File: src/rtl/d_input_debouncer.sv
// d_input_debouncer: resynchronises a raw input and accepts a new level only after it holds for STABLE_CYCLES cycles
module d_input_debouncer #(
    parameter int SYNC_STAGES   = 2,
    parameter int STABLE_CYCLES = 4
) (
    input  logic clk,
    input  logic reset,
    input  logic din_raw,
    input  logic enable,
    output logic d_out,
    output logic rise,
    output logic fall,
    output logic busy
);
    localparam int CNT_W = $clog2(STABLE_CYCLES) + 1;
    localparam logic [CNT_W-1:0] TERM = CNT_W'(STABLE_CYCLES - 1);
    typedef enum logic {IDLE, COUNT} state_t;
    state_t state_q, state_d;
    logic [SYNC_STAGES-1:0] sync_q;
    logic [CNT_W-1:0] cnt_q, cnt_d;
    logic d_out_q, d_out_d, rise_q, rise_d, fall_q, fall_d, busy_q;
    logic s, qual, take;
    if (SYNC_STAGES < 2 || STABLE_CYCLES < 1) begin : g_bad_params
        $fatal(1, "d_input_debouncer: SYNC_STAGES must be >= 2 and STABLE_CYCLES >= 1");
    end
    assign s    = sync_q[SYNC_STAGES-1];
    assign qual = enable && (s != d_out_q);
    // A single-cycle qualification resolves straight from IDLE
    assign take = qual && (state_q == COUNT || STABLE_CYCLES == 1) && (cnt_q == TERM);
    always_comb begin
        state_d = (qual && !take) ? COUNT : IDLE;
        cnt_d   = (qual && !take) ? ((state_q == COUNT) ? cnt_q + CNT_W'(1) : CNT_W'(1)) : '0;
        d_out_d = take ? s : d_out_q;
        rise_d  = take && s;
        fall_d  = take && !s;
    end
    always_ff @(posedge clk or negedge reset) begin
        if (!reset) begin
            sync_q  <= '0;
            state_q <= IDLE;
            cnt_q   <= '0;
            d_out_q <= 1'b0;
            rise_q  <= 1'b0;
            fall_q  <= 1'b0;
            busy_q  <= 1'b0;
        end else begin
            sync_q  <= {sync_q[SYNC_STAGES-2:0], din_raw};
            state_q <= state_d;
            cnt_q   <= cnt_d;
            d_out_q <= d_out_d;
            rise_q  <= rise_d;
            fall_q  <= fall_d;
            busy_q  <= (cnt_d != '0);
        end
    end
    assign d_out = d_out_q;
    assign rise  = rise_q;
    assign fall  = fall_q;
    assign busy  = busy_q;
endmodule

File: config.mk
export PLATFORM = sky130hd
export DESIGN_NAME = d_input_debouncer
export DESIGN_NICKNAME = d
export VERILOG_FILES = /design/src/rtl/d_input_debouncer.sv
export SDC_FILE = /design/constraint.sdc
export NUM_CORES = 1
export LEC_CHECK = 0
export ABC_AREA = 1
export CAP_MARGIN = 30
export CORE_AREA = 2 2 39 41
export DETAILED_ROUTE_END_ITERATION = 10
export DIE_AREA = 0 0 41 43
export DONT_BUFFER_PORTS = 1
export PLACE_DENSITY_LB_ADDON = 0.25
export SETUP_SLACK_MARGIN = 0.3
export SLEW_MARGIN = 20
export SYNTH_ARGS = -nofsm -noshare
export SYNTH_HDL_FRONTEND = slang
export SYNTH_SLANG_ARGS = --single-unit
File: constraint.sdc
create_clock -name clk -period 1.35 [get_ports clk]
set_input_delay 0.0675 -clock clk [delete_from_list [all_inputs] [get_ports clk]]
set_output_delay 0.0675 -clock clk [all_outputs]
set_load 0.1 [all_outputs]
# Word level (Yosys, flattened, before mapping)
# Cells that the tools add are included.
[classes] addsub=1 eq_ne=2 n_mux=3 reduce_logical=9
[op_table] operator="$logic_and 1x1->1" count=6
[op_table] operator="$mux 3" count=2
[op_table] operator="$add 3x1->3 const B" count=1
[op_table] operator="$eq 3x2->1 const B" count=1
[op_table] operator="$reduce_bool 3->1" count=1
[op_table] operator="$logic_not 1->1" count=2
[op_table] operator="$mux 1" count=1
[op_table] operator="$ne 1x1->1" count=1
[totals] ff_bits=10 input_bits=4 out_inout_bits=4 wordCells=22

# Logic depth before layout (Yosys ltp)
[depth] word_depth=8 mapped_depth=7 depth_no_buf=7

# Worst setup path after synthesis
# OpenSTA, ideal clock, no wires.
[synth_path] path_type="reg2reg" from="register d_out_q, in the netlist d_out" to="register d_out_q, in the netlist d_out" setup_ps=120 arrival_ps=1429 required_ps=1230 path_slack_ps=-199 path_stages_with_launch=6 path_buffers=0 period_less_slack_ps=1549 cell_sequence="dfrtp_1 nand2_1 nand3_2 nor2_2 nand2_1 nand2_1"
[synth_via] elab_chain_cells=4
[synth_rtl] item="from (decl)" line="21" rtl="logic d_out_q, d_out_d, rise_q, rise_d, fall_q, fall_d, busy_q;"
[synth_rtl] item="from (signal assigned)" line="50" rtl="d_out_q <= d_out_d;"
[synth_rtl] item="$ne 1x1->1" line="27" rtl="assign qual = enable && (s != d_out_q);"
[synth_rtl] item="$logic_and 1x1->1" line="27"
[synth_rtl] item="$logic_and 1x1->1 (2 in a row)" line="29" rtl="assign take = qual && (state_q == COUNT || STABLE_CYCLES == 1) && (cnt_q == TERM);"
# Every way passes these cells.
# A chain may end at the register's enable or synchronous reset.

# Worst setup path in the final report
[layout_path] from="register cnt_q[0]" to="register busy_q, in the netlist busy"
[layout_via] elab_chain_cells=6 elab_cells_between_ends=8 cone_classes="add/sub: 1; eq/ne: 1; mux: 2; reduce/logical: 4"
[layout_rtl] item="from (decl)" line="20" rtl="logic [CNT_W-1:0] cnt_q, cnt_d;"
[layout_rtl] item="from (signal assigned)" line="49" rtl="cnt_q <= cnt_d;"
[layout_rtl] item="branches (longest 4 deep; another with $add 3x1->3)"
[layout_rtl] item="$mux 3 (*)" line="32" rtl="cnt_d = (qual && !take) ? ((state_q == COUNT) ? cnt_q + CNT_W'(1) : CNT_W'(1)) : '0;"
[layout_rtl] item="$reduce_bool 3->1 (*)" line="53" rtl="busy_q <= (cnt_d != '0);"
[layout_rtl] item="to (signal assigned)" line="53"
[layout_rtl] item="to (decl)" line="21"
# Every way passes the cells marked *.

==> qor.csv <==
stage;metric;value;unit
clocking;CTS Buffer Depth;2;
synthesis;#FFs+latches synth;10;
drt;Detailed Routing Iterations Pass 1;3;
drt;violation count after the first detailed-routing iteration;3;
power_and_ir_drop;Leak Pwr;0.329;nW
clocking;Reg clk slew, reported paths;0.07;ns
clocking;worst-skew pair later-pin latency;0.26;ns
power_and_ir_drop;net switching power;0.149;mW
finish;final design area excluding fillers;618;um2
global_routing;total overflow reported by the global router;0;
worst_setup_path;Data arrival, critical path;1.33;ns
sta;crit share post-route;83.3;%
drt;Routed WL;792;um
clocking;Sinks on Clock Net;10;
power_and_ir_drop;Logic pwr share;9.3;%
finish;sequential cell area;254;um2
clocking;Clk Tree Root Cell;sky130_fd_sc_hd__clkbuf_4;
global_routing;global-route wire length before repair;1.24;mm
finish;total of fill cells in the finished design;137;
worst_setup_path;reg-to-reg slack, setup;0.23;ns
synthesis;Yosys warnings;0;
power_and_ir_drop;Flop pwr share;49.2;%
sta;worst clock skew;0.00132;ns
job;max cap viols;0;
drt;average detailed-routed wire length per instance;10.7;um
synthesis;share of Yosys cell area claimed by the top area cell type;58.1;%
hold_path;Hold/Removal Path Class;input pin to register;
worst_setup_path;kind of end point of the critical path;register;
sta;Max Slew Vio Count;0;
finish;Synth-to-Final Area Change;43.6;%
worst_setup_path;Req. time, crit path;1.55;ns
sta;crit path setup slack, layout;0.226;ns
sta;min cycle time layout;1.12;ns
synthesis;synthesized instance count;44;
drt;routed vias;306;
power_and_ir_drop;switching power as a share of total power;23.2;%
worst_setup_path;top fanout value on the critical path;4;
placement;post-DP HPWL;563;um
synthesis;sequential area share after synthesis;58.1;%
power_and_ir_drop;share of total power in the clock network;41.6;%
placement;Placed Cells incl. Taps;64;
clocking;TritonCTS clock tree;done;
finish;final instance count without filler cells;74;
global_routing;largest net degree at the start of global routing;11;
sta;RSZ-0062 raised after global routing;yes;
global_routing;antenna violations before repair;0;
sta;Fmax achieved;889;MHz
floorplan;number of standard-cell rows in the floorplan;14;
synthesis;syn_nets;50;
sta;Post-Route Hold Slack;0.0679;ns
floorplan;horizontal extent of the die;41;um
clocking;depth of the CTS H-tree;1;
synthesis;Area contributors post-synth;sky130_fd_sc_hd__dfrtp_1 58%, sky130_fd_sc_hd__nand2_1 9.6%, sky130_fd_sc_hd__inv_1 6.1%;
sta;final-report hold violation count;0;
finish;utilization after layout;44.7;%
sta;Slew Limit Headroom;69.5;%
placement;port bufs;0;
worst_setup_path;CP startpoint kind;register;
status;outcome;finished clean;
floorplan;total core area;1380;um2
drt;antenna viol nets, final;0;
global_routing;All-Layer GR Usage;10.8;%
placement;DP Area;507;um2
sta;final number of setup-violating endpoints;0;
synthesis;average size of a mapped cell;9.78;um2
power_and_ir_drop;worst supply voltage drop on vdd;0.637;mV
floorplan;I/O Pins;8;
synthesis;largest area contributor in the netlist;sky130_fd_sc_hd__dfrtp_1;
synthesis;count of unique library cells instantiated by Yosys;12;
drt;vias per cell;4.14;
floorplan;initial core utilization;31.1;%
power_and_ir_drop;cell-internal power;0.495;mW
finish;highest-count cells in the layout ignoring fill and taps;9 x sky130_fd_sc_hd__nand2_1, 9 x sky130_fd_sc_hd__dfrtp_1, 6 x sky130_fd_sc_hd__inv_1, 6 x sky130_fd_sc_hd__buf_4, 4 x sky130_fd_sc_hd__nand2_2;
finish;Antenna diodes;0;
drt;DRC violations left;0;
clocking;number of CTS-inserted buffers;3;
floorplan;Die Footprint;1760;um2
global_routing;via count of the first global-routing pass;318;
floorplan;Die Y-Extent;43;um
placement;setup slack after placement;0.181;ns
finish;Layout Nets;65;
synthesis;total standard cell area after synthesis;430;um2
worst_setup_path;WS Path Type;register to register;
sta;transition time at the pin with the least slew margin;0.455;ns
power_and_ir_drop;total power per unit cell area;1040;nW/um2
power_and_ir_drop;Design Power;0.644;mW
sta;setup TNS after final layout;0;ns
placement;RePlAce Congestion;0.752;
finish;area of the multi-input gates;181;um2
finish;fraction of final layout cells sized beyond drive strength 1;46.6;%
[repair_timing]
action                                 4_1_cts  5_1_grt
gates cloned                                 0        0
endpoints found under the hold margin       12        0
hold buffers                                 3        0
setup buffers                                2        1
setup endpoints to repair                    9        9
gates resized for setup                      5        1
pin swaps                                    4        2
[worst paths after layout]
kind / start / end / depth (start not counted)
min in group asynchronous: reset / cnt_q[1] / 1
max reg2reg: cnt_q[0] / busy / 7
max: cnt_q[0] / busy / 7
min: enable / cnt_q[0] / 4
max in group asynchronous: reset / d_out / 1
min reg2reg: sync_q[0] / sync_q[1] / 0
[power by group through the flow]
stage	clock network, mW	registers [mW]	logic [mW]
finish	0.268	0.317	0.0596
floorplan	0	0.334	0.0171
detailed placement	0	0.322	0.0378
global route	0.291	0.317	0.0644
CTS	0.279	0.317	0.0579
global placement	0	0.322	0.0374
[cell families (layout without fill, tap and decap cells)]
family	Yosys count	count (layout)	synth area share, %
compound gates	2	2	3.78
buf+inv	9	23	7.85
simple gates	21	21	24.4
flops	10	10	58.1
fa+ha+maj	2	2	5.81
[worst max-delay path, stage by stage (launching register included)]
cell and delay, ns:
sky130_fd_sc_hd__dfrtp_1 0.41, sky130_fd_sc_hd__ha_4 0.17, sky130_fd_sc_hd__ha_4 0.15, sky130_fd_sc_hd__nand2_4 0.08, sky130_fd_sc_hd__inv_4 0.04, sky130_fd_sc_hd__nor2_4 0.09
sky130_fd_sc_hd__nand2_2 0.06, sky130_fd_sc_hd__nand2_1 0.06
[metal layers]
metal / share of wire, % / track usage [%] / up-vias
met3: 2.9 / 3.14 / 2
li1: - / - / 159
met2: 50 / 14.4 / 8
met5: 0 / 0 / -
met1: 45 / 14.2 / 137
met4: 1.9 / 8.00 / 0
[sequential cells by signal, summed over array words and instances (netlist names)]
| name | count |
|---|---|
| fall | 1 |
| state_q | 1 |
| busy | 1 |
| sync_q | 2 |
| rise | 1 |
| cnt_q | 3 |
| d_out | 1 |
[cell type report]
class	count	share of cell area [%]
clock buffers	4	5.87
inverters	9	5.87
multi-input cells	25	29.4
flip-flops and latches	10	41.1
well taps	16	3.24
repair buffers	10	14.6
[cell usage after synthesis]
master and instances:
sky130_fd_sc_hd__a21oi_2 1, sky130_fd_sc_hd__nand2_2 3, sky130_fd_sc_hd__nor2_1 3, sky130_fd_sc_hd__nor2_4 1
sky130_fd_sc_hd__nand3_2 1, sky130_fd_sc_hd__dfrtp_1 10, sky130_fd_sc_hd__nand2_1 11, sky130_fd_sc_hd__inv_2 2
sky130_fd_sc_hd__o211ai_1 1, sky130_fd_sc_hd__inv_1 7, sky130_fd_sc_hd__nor2_2 2, sky130_fd_sc_hd__ha_1 2
(Power assumes the default switching activity.)
